**src/rtl/rt_display_if.sv**
```systemverilog
// Bus between the reaction-timer controller and the display driver:
// controller-side mode/value/load, display-side busy and the active-low digit lines.
interface rt_display_if;
  logic [1:0]  mode;
  logic [13:0] value;
  logic        load;
  logic        busy;
  logic [7:0]  AN;
  logic [6:0]  seg;

  modport master (output mode, value, load, input busy, AN, seg);
  modport slave  (input mode, value, load, output busy, AN, seg);
endinterface

```
**src/rtl/rt_display_driver.sv**
```systemverilog
// Reaction-timer display stage: iterative double-dabble BCD conversion of the
// millisecond count and an 8-digit multiplexed, active-low seven-segment scanner.
module rt_display_driver #(
  parameter int REFRESH_DIV = 100_000,
  parameter int SAT_VALUE   = 9999
) (
  input logic       clk,
  input logic       reset,
  rt_display_if.slave dio
);

  localparam int          RW       = (REFRESH_DIV > 1) ? $clog2(REFRESH_DIV) : 1;
  localparam logic [RW-1:0] REF_LAST = RW'(REFRESH_DIV - 1);
  localparam logic [13:0] SAT14    = 14'(SAT_VALUE);
  localparam logic [6:0]  BLANK    = 7'b1111111;

  typedef enum logic {IDLE, SHIFT} state_t;

  state_t      state, state_next;
  logic [13:0] bin_sh;
  logic [15:0] bcd_scr;
  logic [15:0] bcd_adj;
  logic [15:0] bcd_com;
  logic [3:0]  iter;
  logic        last_shift;
  logic [13:0] value_sat;

  logic [RW-1:0] ref_cnt;
  logic [2:0]    idx;
  logic [3:0]    show;
  logic [6:0]    seg_next;

  function automatic logic [6:0] digit_glyph(input logic [3:0] d);
    case (d)
      4'd0: digit_glyph = 7'b1000000;
      4'd1: digit_glyph = 7'b1111001;
      4'd2: digit_glyph = 7'b0100100;
      4'd3: digit_glyph = 7'b0110000;
      4'd4: digit_glyph = 7'b0011001;
      4'd5: digit_glyph = 7'b0010010;
      4'd6: digit_glyph = 7'b0000010;
      4'd7: digit_glyph = 7'b1111000;
      4'd8: digit_glyph = 7'b0000000;
      4'd9: digit_glyph = 7'b0010000;
      default: digit_glyph = 7'b1111111;
    endcase
  endfunction

  assign value_sat  = (dio.value > SAT14) ? SAT14 : dio.value;
  assign last_shift = (iter == 4'd13);
  assign dio.busy   = (state == SHIFT);

  always_ff @(posedge clk) begin
    if (reset) state <= IDLE;
    else       state <= state_next;
  end

  always_comb begin
    state_next = state;
    case (state)
      IDLE:    if (dio.load) state_next = SHIFT;
      SHIFT:   if (last_shift) state_next = IDLE;
      default: state_next = IDLE;
    endcase
  end

  // Add-3 correction is applied before every shift, including the first.
  always_comb begin
    bcd_adj = bcd_scr;
    for (int i = 0; i < 4; i++) begin
      if (bcd_scr[4*i +: 4] >= 4'd5) bcd_adj[4*i +: 4] = bcd_scr[4*i +: 4] + 4'd3;
    end
  end

  // The committed register is written only by the final shift, so it never holds a partial result.
  always_ff @(posedge clk) begin
    if (reset) begin
      bin_sh  <= '0;
      bcd_scr <= '0;
      iter    <= '0;
      bcd_com <= '0;
    end else begin
      case (state)
        IDLE: begin
          if (dio.load) begin
            bin_sh  <= value_sat;
            bcd_scr <= '0;
            iter    <= '0;
          end
        end
        SHIFT: begin
          {bcd_scr, bin_sh} <= {bcd_adj[14:0], bin_sh, 1'b0};
          iter              <= iter + 4'd1;
          if (last_shift) bcd_com <= {bcd_adj[14:0], bin_sh[13]};
        end
        default: ;
      endcase
    end
  end

  assign show[0] = 1'b1;
  assign show[1] = |bcd_com[15:4];
  assign show[2] = |bcd_com[15:8];
  assign show[3] = |bcd_com[15:12];

  always_comb begin
    seg_next = BLANK;
    case (dio.mode)
      2'd1: begin
        case (idx)
          3'd4:    seg_next = 7'b0001000;
          3'd3:    seg_next = 7'b1000111;
          3'd2:    seg_next = 7'b1000000;
          3'd1:    seg_next = 7'b0001001;
          3'd0:    seg_next = 7'b0001000;
          default: seg_next = BLANK;
        endcase
      end
      2'd2: begin
        if (!idx[2] && show[idx[1:0]]) seg_next = digit_glyph(bcd_com[{idx[1:0], 2'b00} +: 4]);
      end
      2'd3: begin
        if (!idx[2]) seg_next = digit_glyph(4'd9);
      end
      default: seg_next = BLANK;
    endcase
  end

  // Outputs are registered, so AN/seg always show the slot and mode seen one edge earlier.
  always_ff @(posedge clk) begin
    if (reset) begin
      ref_cnt <= '0;
      idx     <= '0;
      dio.AN  <= 8'hFF;
      dio.seg <= BLANK;
    end else begin
      dio.AN  <= ~(8'b0000_0001 << idx);
      dio.seg <= seg_next;
      if (ref_cnt == REF_LAST) begin
        ref_cnt <= '0;
        idx     <= idx + 3'd1;
      end else begin
        ref_cnt <= ref_cnt + 1'b1;
      end
    end
  end

endmodule

```
**src/flat_wrapper.sv**
```systemverilog
// flat-port wrapper written by rule: the top's interface ports become plain ports
module rt_display_driver_flat 
#(
  parameter int REFRESH_DIV = 100_000,
  parameter int SAT_VALUE   = 9999
)
  (clk, reset, dio_mode, dio_value, dio_load, dio_busy, dio_AN, dio_seg);
  rt_display_if dio_i ();
  input logic clk;
  input logic reset;
  input wire logic [$bits(dio_i.mode)-1:0] dio_mode;
  input wire logic [$bits(dio_i.value)-1:0] dio_value;
  input wire logic [$bits(dio_i.load)-1:0] dio_load;
  output wire logic [$bits(dio_i.busy)-1:0] dio_busy;
  output wire logic [$bits(dio_i.AN)-1:0] dio_AN;
  output wire logic [$bits(dio_i.seg)-1:0] dio_seg;
  assign dio_i.mode = dio_mode;
  assign dio_i.value = dio_value;
  assign dio_i.load = dio_load;
  assign dio_busy = dio_i.busy;
  assign dio_AN = dio_i.AN;
  assign dio_seg = dio_i.seg;
  rt_display_driver #(.REFRESH_DIV(REFRESH_DIV), .SAT_VALUE(SAT_VALUE)) u_core (.clk(clk), .reset(reset), .dio(dio_i));
endmodule
```
**config.mk**
```make
export PLATFORM = sky130hd
export DESIGN_NAME = rt_display_driver_flat
export DESIGN_NICKNAME = d
export VERILOG_FILES = /design/src/rtl/rt_display_if.sv /design/src/rtl/rt_display_driver.sv /design/src/flat_wrapper.sv
export SDC_FILE = /design/constraint.sdc
export NUM_CORES = 1
export LEC_CHECK = 0
export ABC_CLOCK_PERIOD_IN_PS = 3620
export BUFFER_PORTS_ARGS = -buffer_cell sky130_fd_sc_hd__buf_2
export CORE_ASPECT_RATIO = 0.9
export CORE_MARGIN = 2
export CORE_UTILIZATION = 33
export CTS_CLUSTER_SIZE = 25
export DETAILED_ROUTE_END_ITERATION = 8
export PLACE_DENSITY_LB_ADDON = 0.12
export SKIP_LAST_GASP = 1
export SLEW_MARGIN = 20
export SYNTH_ARGS = -nofsm -noshare
export SYNTH_HDL_FRONTEND = slang
export SYNTH_SLANG_ARGS = --single-unit
```
**constraint.sdc**
```tcl
create_clock -name clk -period 3.62 [get_ports clk]
set_clock_uncertainty 0.2 [all_clocks]
set_input_delay 0.543 -clock clk [delete_from_list [all_inputs] [get_ports clk]]
set_output_delay 0.543 -clock clk [all_outputs]
set_load 0.01 [all_outputs]
```
# --- Word-level counts from Yosys, hierarchy flattened ---
# Memories as Yosys holds them, arrays and structs flattened.
# Cells that the tools add are included.
classes:
  addsub: 7
  order_cmp: 6
  bitwise_logic: 2
  mux: 20
  div_mod_pow: 0
  n_eq_ne: 10
  n_shift: 2
  n_mul: 0
  n_reduce_logical: 9
ops:
  columns: ["op", "count"]
  rows:
  - ["$pmux W16 S2", 1]
  - ["$mux W14", 2]
  - ["$pmux W14 S2", 1]
  - ["$pmux W7 S4", 1]
  - ["$pmux W7 S3", 1]
  - ["$add A17 B1 Y17 const B", 1]
  - ["$eq A17 B17 Y1 const B", 1]
  - ["$ge A4 B3 Y1 const B", 4]
  - ["$mux W16", 1]
  - ["$mux W4", 4]
  - ["$shiftx A16 B5 Y4", 1]
  - ["$gt A14 B14 Y1 const B", 1]
  - ["$mux W7", 2]
  - ["$add A4 B2 Y4 const B", 3]
  - ["$reduce_or A12 Y1", 1]
  - ["$not A8 Y8", 1]
  - ["$pmux W4 S2", 1]
  - ["$reduce_or A8 Y1", 1]
  - ["$shl A1 B3 Y8 const A", 1]
  - ["$eq A3 B2 Y1 const B", 2]
  - ["$add A4 B1 Y4 const B", 1]
  - ["$eq A2 B2 Y1 const B", 2]
  - ["$eq A4 B4 Y1 const B", 1]
  - ["$reduce_or A2 Y1", 2]
  - ["other kinds (17)", 19]
word_totals:
  mem_bits_rw: 0
  inputBits: 19
  n_memories: 1
  reg_bits: 86
  romBits: 112
  latch_bits: 0
mem_list:
  columns: ["memory", "words", "word_bits", "read_ports", "rd_clocked_by_memory_dff", "write_ports", "line_no", "source"]
  rows:
  - ["(no name shown)", 16, 7, 1, 0, 0, "rt_display_driver.sv:34", "case (d)"]

# --- Depth between registers and ports, before layout ---
logic_depth:
  word_depth: 6
  ltp_mapped: 10
  ltp_nobuf: 9

# --- Worst setup path before layout ---
# Ideal clock, no wire load.
synth_path:
  path_type: "reg2reg"
  start: "register u_core.idx[1]"
  end: "register u_core.dio.seg[4]"
  path_slack_ns: 0.951
  path_buffers: 1
  setup_ns: 0.124
  required_ns: 3.296
  path_stages_with_launch: 9
  arrival_ns: 2.345
  cell_sequence: "dfxtp_1 > buf_2 > mux2_1 > o21ai_1 > ha_1 > nor3_1 > o41ai_1 > or4b_1 > a21boi_1"
synth_via:
  elab_chain_cells: 5
  word_cells_on_any_way: 14
  classes_between: "4 x eq/ne; 1 x shift; 5 x mux; 3 x reduce/logical; 1 x memory"
synth_rtl:
  columns: ["element", "line_no", "source"]
  rows:
  - ["from (decl)", "rt_display_driver.sv:29", "logic [2:0] idx;"]
  - ["from (signal assigned)", "rt_display_driver.sv:141", "idx <= idx + 3'd1;"]
  - ["parallel branches: the longest is 4 deep, another holds $mem_v2 Z16 W7", null, null]
  - ["$pmux W7 S3 *", "rt_display_driver.sv:108", "case (dio.mode)"]
  - ["to (signal assigned)", "rt_display_driver.sv:138", "dio.seg <= seg_next;"]
  - ["to (decl)", "rt_display_if.sv:12", "modport slave (input mode, value, load, output busy, AN, seg);"]
# Every way passes the cells marked *. The select of a mux whose other input is x is not followed.
# A chain may end at the register's enable or synchronous reset.

# --- Worst setup path after layout ---
# Same ends and word-level chain as after synthesis.

==> out/results.ini <==
[sta]
whs_ns=0.250
finalSetupViolations=0
fin_crit_ns=2.99
worst_pin_slew_ns=0.723
slew_headroom_pct=51.8
fmax_mhz=334
fin_tns_setup_ns=0
fin_ws_ns=0.627
rsz0062_at_grt=false
hold_violations=0
period_share_pct=82.7
slew_violations=0

[grt]
grt_pass1_wl_um=14900
antenna_found_initial=0
grtUsageTotal_pct=13.5
grt_max_degree=53
grt.overflow.total=0
grt_pass1_vias=3183

[clock_tree]
cts_buffer_depth=2
cts_sinks=86
cts_htree_levels=3
cts_setup_buffers=0
hold_buffers=0
cts.clk_slew.worst_paths_ns=0.06
insertion_delay_ns=0.33
cts_tree=yes
clock-root-buffer=clkbuf_16
cts_resized=0
numCtsBuffers=9

[yosys]
synth_edf_count=0
ys_ff_latch=86
syn-instance-count=508
yosysWarnings=0
syn_avg_cell_area_um2=8.29
synthDistinctLibCells=47
synthArstFlopShare_pct=0
seq_area_frac_synth_pct=40.9
netlist_area_um2=4210
syn_nets=550
synth_top_flop_cell=dfxtp_1

[routing]
drc=0
avgViaCountPerCell=4.80
antenna_left=0
wire_per_inst_um=12.6
drtIter0Drc=266
wl_um=8810
drt_pass1_iterations=4
vias=3344

[cells_and_area]
design_area_um2=4780
drive_gt1_share_pct=10.3
diodes=0
final_nets=571
area_delta_synth_final_pct=13.4
fillCellCount=1332

[floorplan]
die_h_um=111
coreArea_um2=12600
die_area_um2=13700
die_width_um=123
ios=35
start_util_pct=33.5
rows=39

[placed_design]
post-dp-hpwl_um=6030
io_buffers=34
pre_cts_ws_ns=0.677
placed_area_um2=4490
place_congestion=0.745

[pwr]
power.leakage_nw=1.71
ir_drop_uv=207
power_density_nw_per_um2=418
power.total_mw=2.00

[critical_path]
crit_required_ns=3.64
slowest_stage=dfxtp_1
critical_path_class=reg -> reg
cp_data_arrival_time_ns=3.01
end_kind=flip-flop
crit_family=compound AO/OA/AOI/OAI gates
cp-start-kind=flip-flop
crit_buf_inv=0
cp_max_fo=13
crit_chain=mux2_1 -> o21ai_1 -> ha_1 -> nor3_1 -> o41ai_1 -> or4b_1 -> a21boi_1
worst_path_largest_cell_delay_ns=0.67

[run]
cap_violations=0

[worst_hold_path]
hp-class=reg -> reg

[outcome]
outcome=finished clean

path summary, 6_finish.rpt:
check	from	to	slack, ns	cells past startpoint
hold / removal	u_core.ref_cnt[0]$_SDFF_PP0_	u_core.ref_cnt[0]$_SDFF_PP0_	0.25	1
setup reg to reg	u_core.idx[1]$_SDFFE_PP0P_	u_core.dio.seg[4]$_SDFF_PP1_	0.63	7
hold reg to reg	u_core.ref_cnt[0]$_SDFF_PP0_	u_core.ref_cnt[0]$_SDFF_PP0_	0.25	1
setup / recovery	u_core.idx[1]$_SDFFE_PP0P_	u_core.dio.seg[4]$_SDFF_PP1_	0.63	7
kinds of logic (layout without fill, tap and decap cells):
logic type / Yosys count / in the layout / synth area share (%)
XOR/XNOR: 20 / 20 / 4.16
buffers and inverters: 46 / 71 / 4.51
adder cells (fa/ha/maj): 23 / 23 / 6.83
flip-flops: 86 / 86 / 40.9
multiplexers: 16 / 16 / 4.72
AND/OR/NAND/NOR: 215 / 215 / 24.5
AO/OA/AOI/OAI: 102 / 102 / 14.4
power breakdown:
group          switching [mW]  internal, mW
sequential             0.0160         0.968
combinational          0.0682        0.0443
clock                   0.352         0.551
layout make-up:
type	instances	area (µm²)	share of cell area, %
sequential	86	1720	36.1
clock buffer	14	254	5.32
inverter	19	71.3	1.49
tap	164	205	4.30
clock inverter	1	30.0	0.629
multi-input combinational	376	2300	48.2
timing repair buffer	37	193	4.03
cell usage after synthesis, types with 2 or more instances:
library cell | instances | area (µm²)
a21oi_1 | 50 | 250
a311o_1 | 2 | 20.0
a221oi_1 | 4 | 35.0
xor2_1 | 8 | 70.1
nand4_1 | 6 | 37.5
inv_2 | 2 | 7.51
inv_1 | 17 | 63.8
o21ai_0 | 7 | 35.0
xnor2_1 | 12 | 105
nor2b_1 | 7 | 43.8
a311oi_1 | 3 | 26.3
nand2b_1 | 16 | 100
nor2_1 | 78 | 293
nand3b_1 | 4 | 30.0
buf_2 | 2 | 10.0
nand2_1 | 48 | 180
nor3_1 | 15 | 75.1
a211oi_1 | 5 | 37.5
nor4_1 | 4 | 25.0
o21bai_1 | 3 | 22.5
o21ai_1 | 15 | 75.1
ha_1 | 23 | 288
mux2i_1 | 12 | 120
nand3_1 | 12 | 60.1
dfxtp_1 | 86 | 1720
buf_6 | 2 | 22.5
and2_1 | 2 | 12.5
mux4_2 | 3 | 67.6
a21boi_1 | 2 | 15.0
and4_1 | 2 | 17.5
a41oi_1 | 2 | 17.5
clkbuf_1 | 23 | 86.3
o211ai_1 | 3 | 22.5
nor3b_1 | 15 | 113
placed cells by master, fill, tap and decap left out, types with 3 or more instances in the layout:
cell type  instances
a211oi_1           5
a21oi_1           50
a221oi_1           4
a311oi_1           3
buf_2             34
buf_4              3
clkbuf_1           4
clkbuf_16          9
dfxtp_1           85
ha_1              23
inv_1             17
mux2i_1           12
mux4_2             3
nand2_1           48
nand2b_1          16
nand3_1           12
nand3b_1           4
nand4_1            6
nor2_1            78
nor2b_1            7
nor3_1            15
nor3b_1           15
nor4_1             4
o211ai_1           3
o21ai_0            7
o21ai_1           15
o21bai_1           3
xnor2_1           12
xor2_1             8
state kept, by name, summed over array words and instances, names as in the netlist:
register / cells
u_core.bcd_com: 16
u_core.bcd_scr: 16
u_core.bin_sh: 14
u_core.dio.AN: 8
u_core.dio.busy: 1
u_core.dio.seg: 7
u_core.idx: 3
u_core.iter: 4
u_core.ref_cnt: 17
through the flow:
| stage | util [%] | instances |
|---|---|---|
| 2_1_floorplan | - | 508 |
| 3_3_place_gp | 35.7 | 682 |
| 3_5_place_dp | 35.7 | 682 |
| 4_1_cts | 37.9 | 697 |
| 5_1_grt | 37.9 | 697 |
| 6_report | 37.9 | 697 |
layer usage:
| metal | track usage [%] | up-vias | share of wire, % |
|---|---|---|---|
| met1 | 18.4 | 1518 | 53 |
| met3 | 3.45 | 12 | 2.8 |
| met4 | 4.70 | 0 | 1.4 |
| li1 | - | 1782 | - |
| met5 | 0 | - | 0 |
| met2 | 20.7 | 32 | 43 |
(Power assumes the default switching activity.)
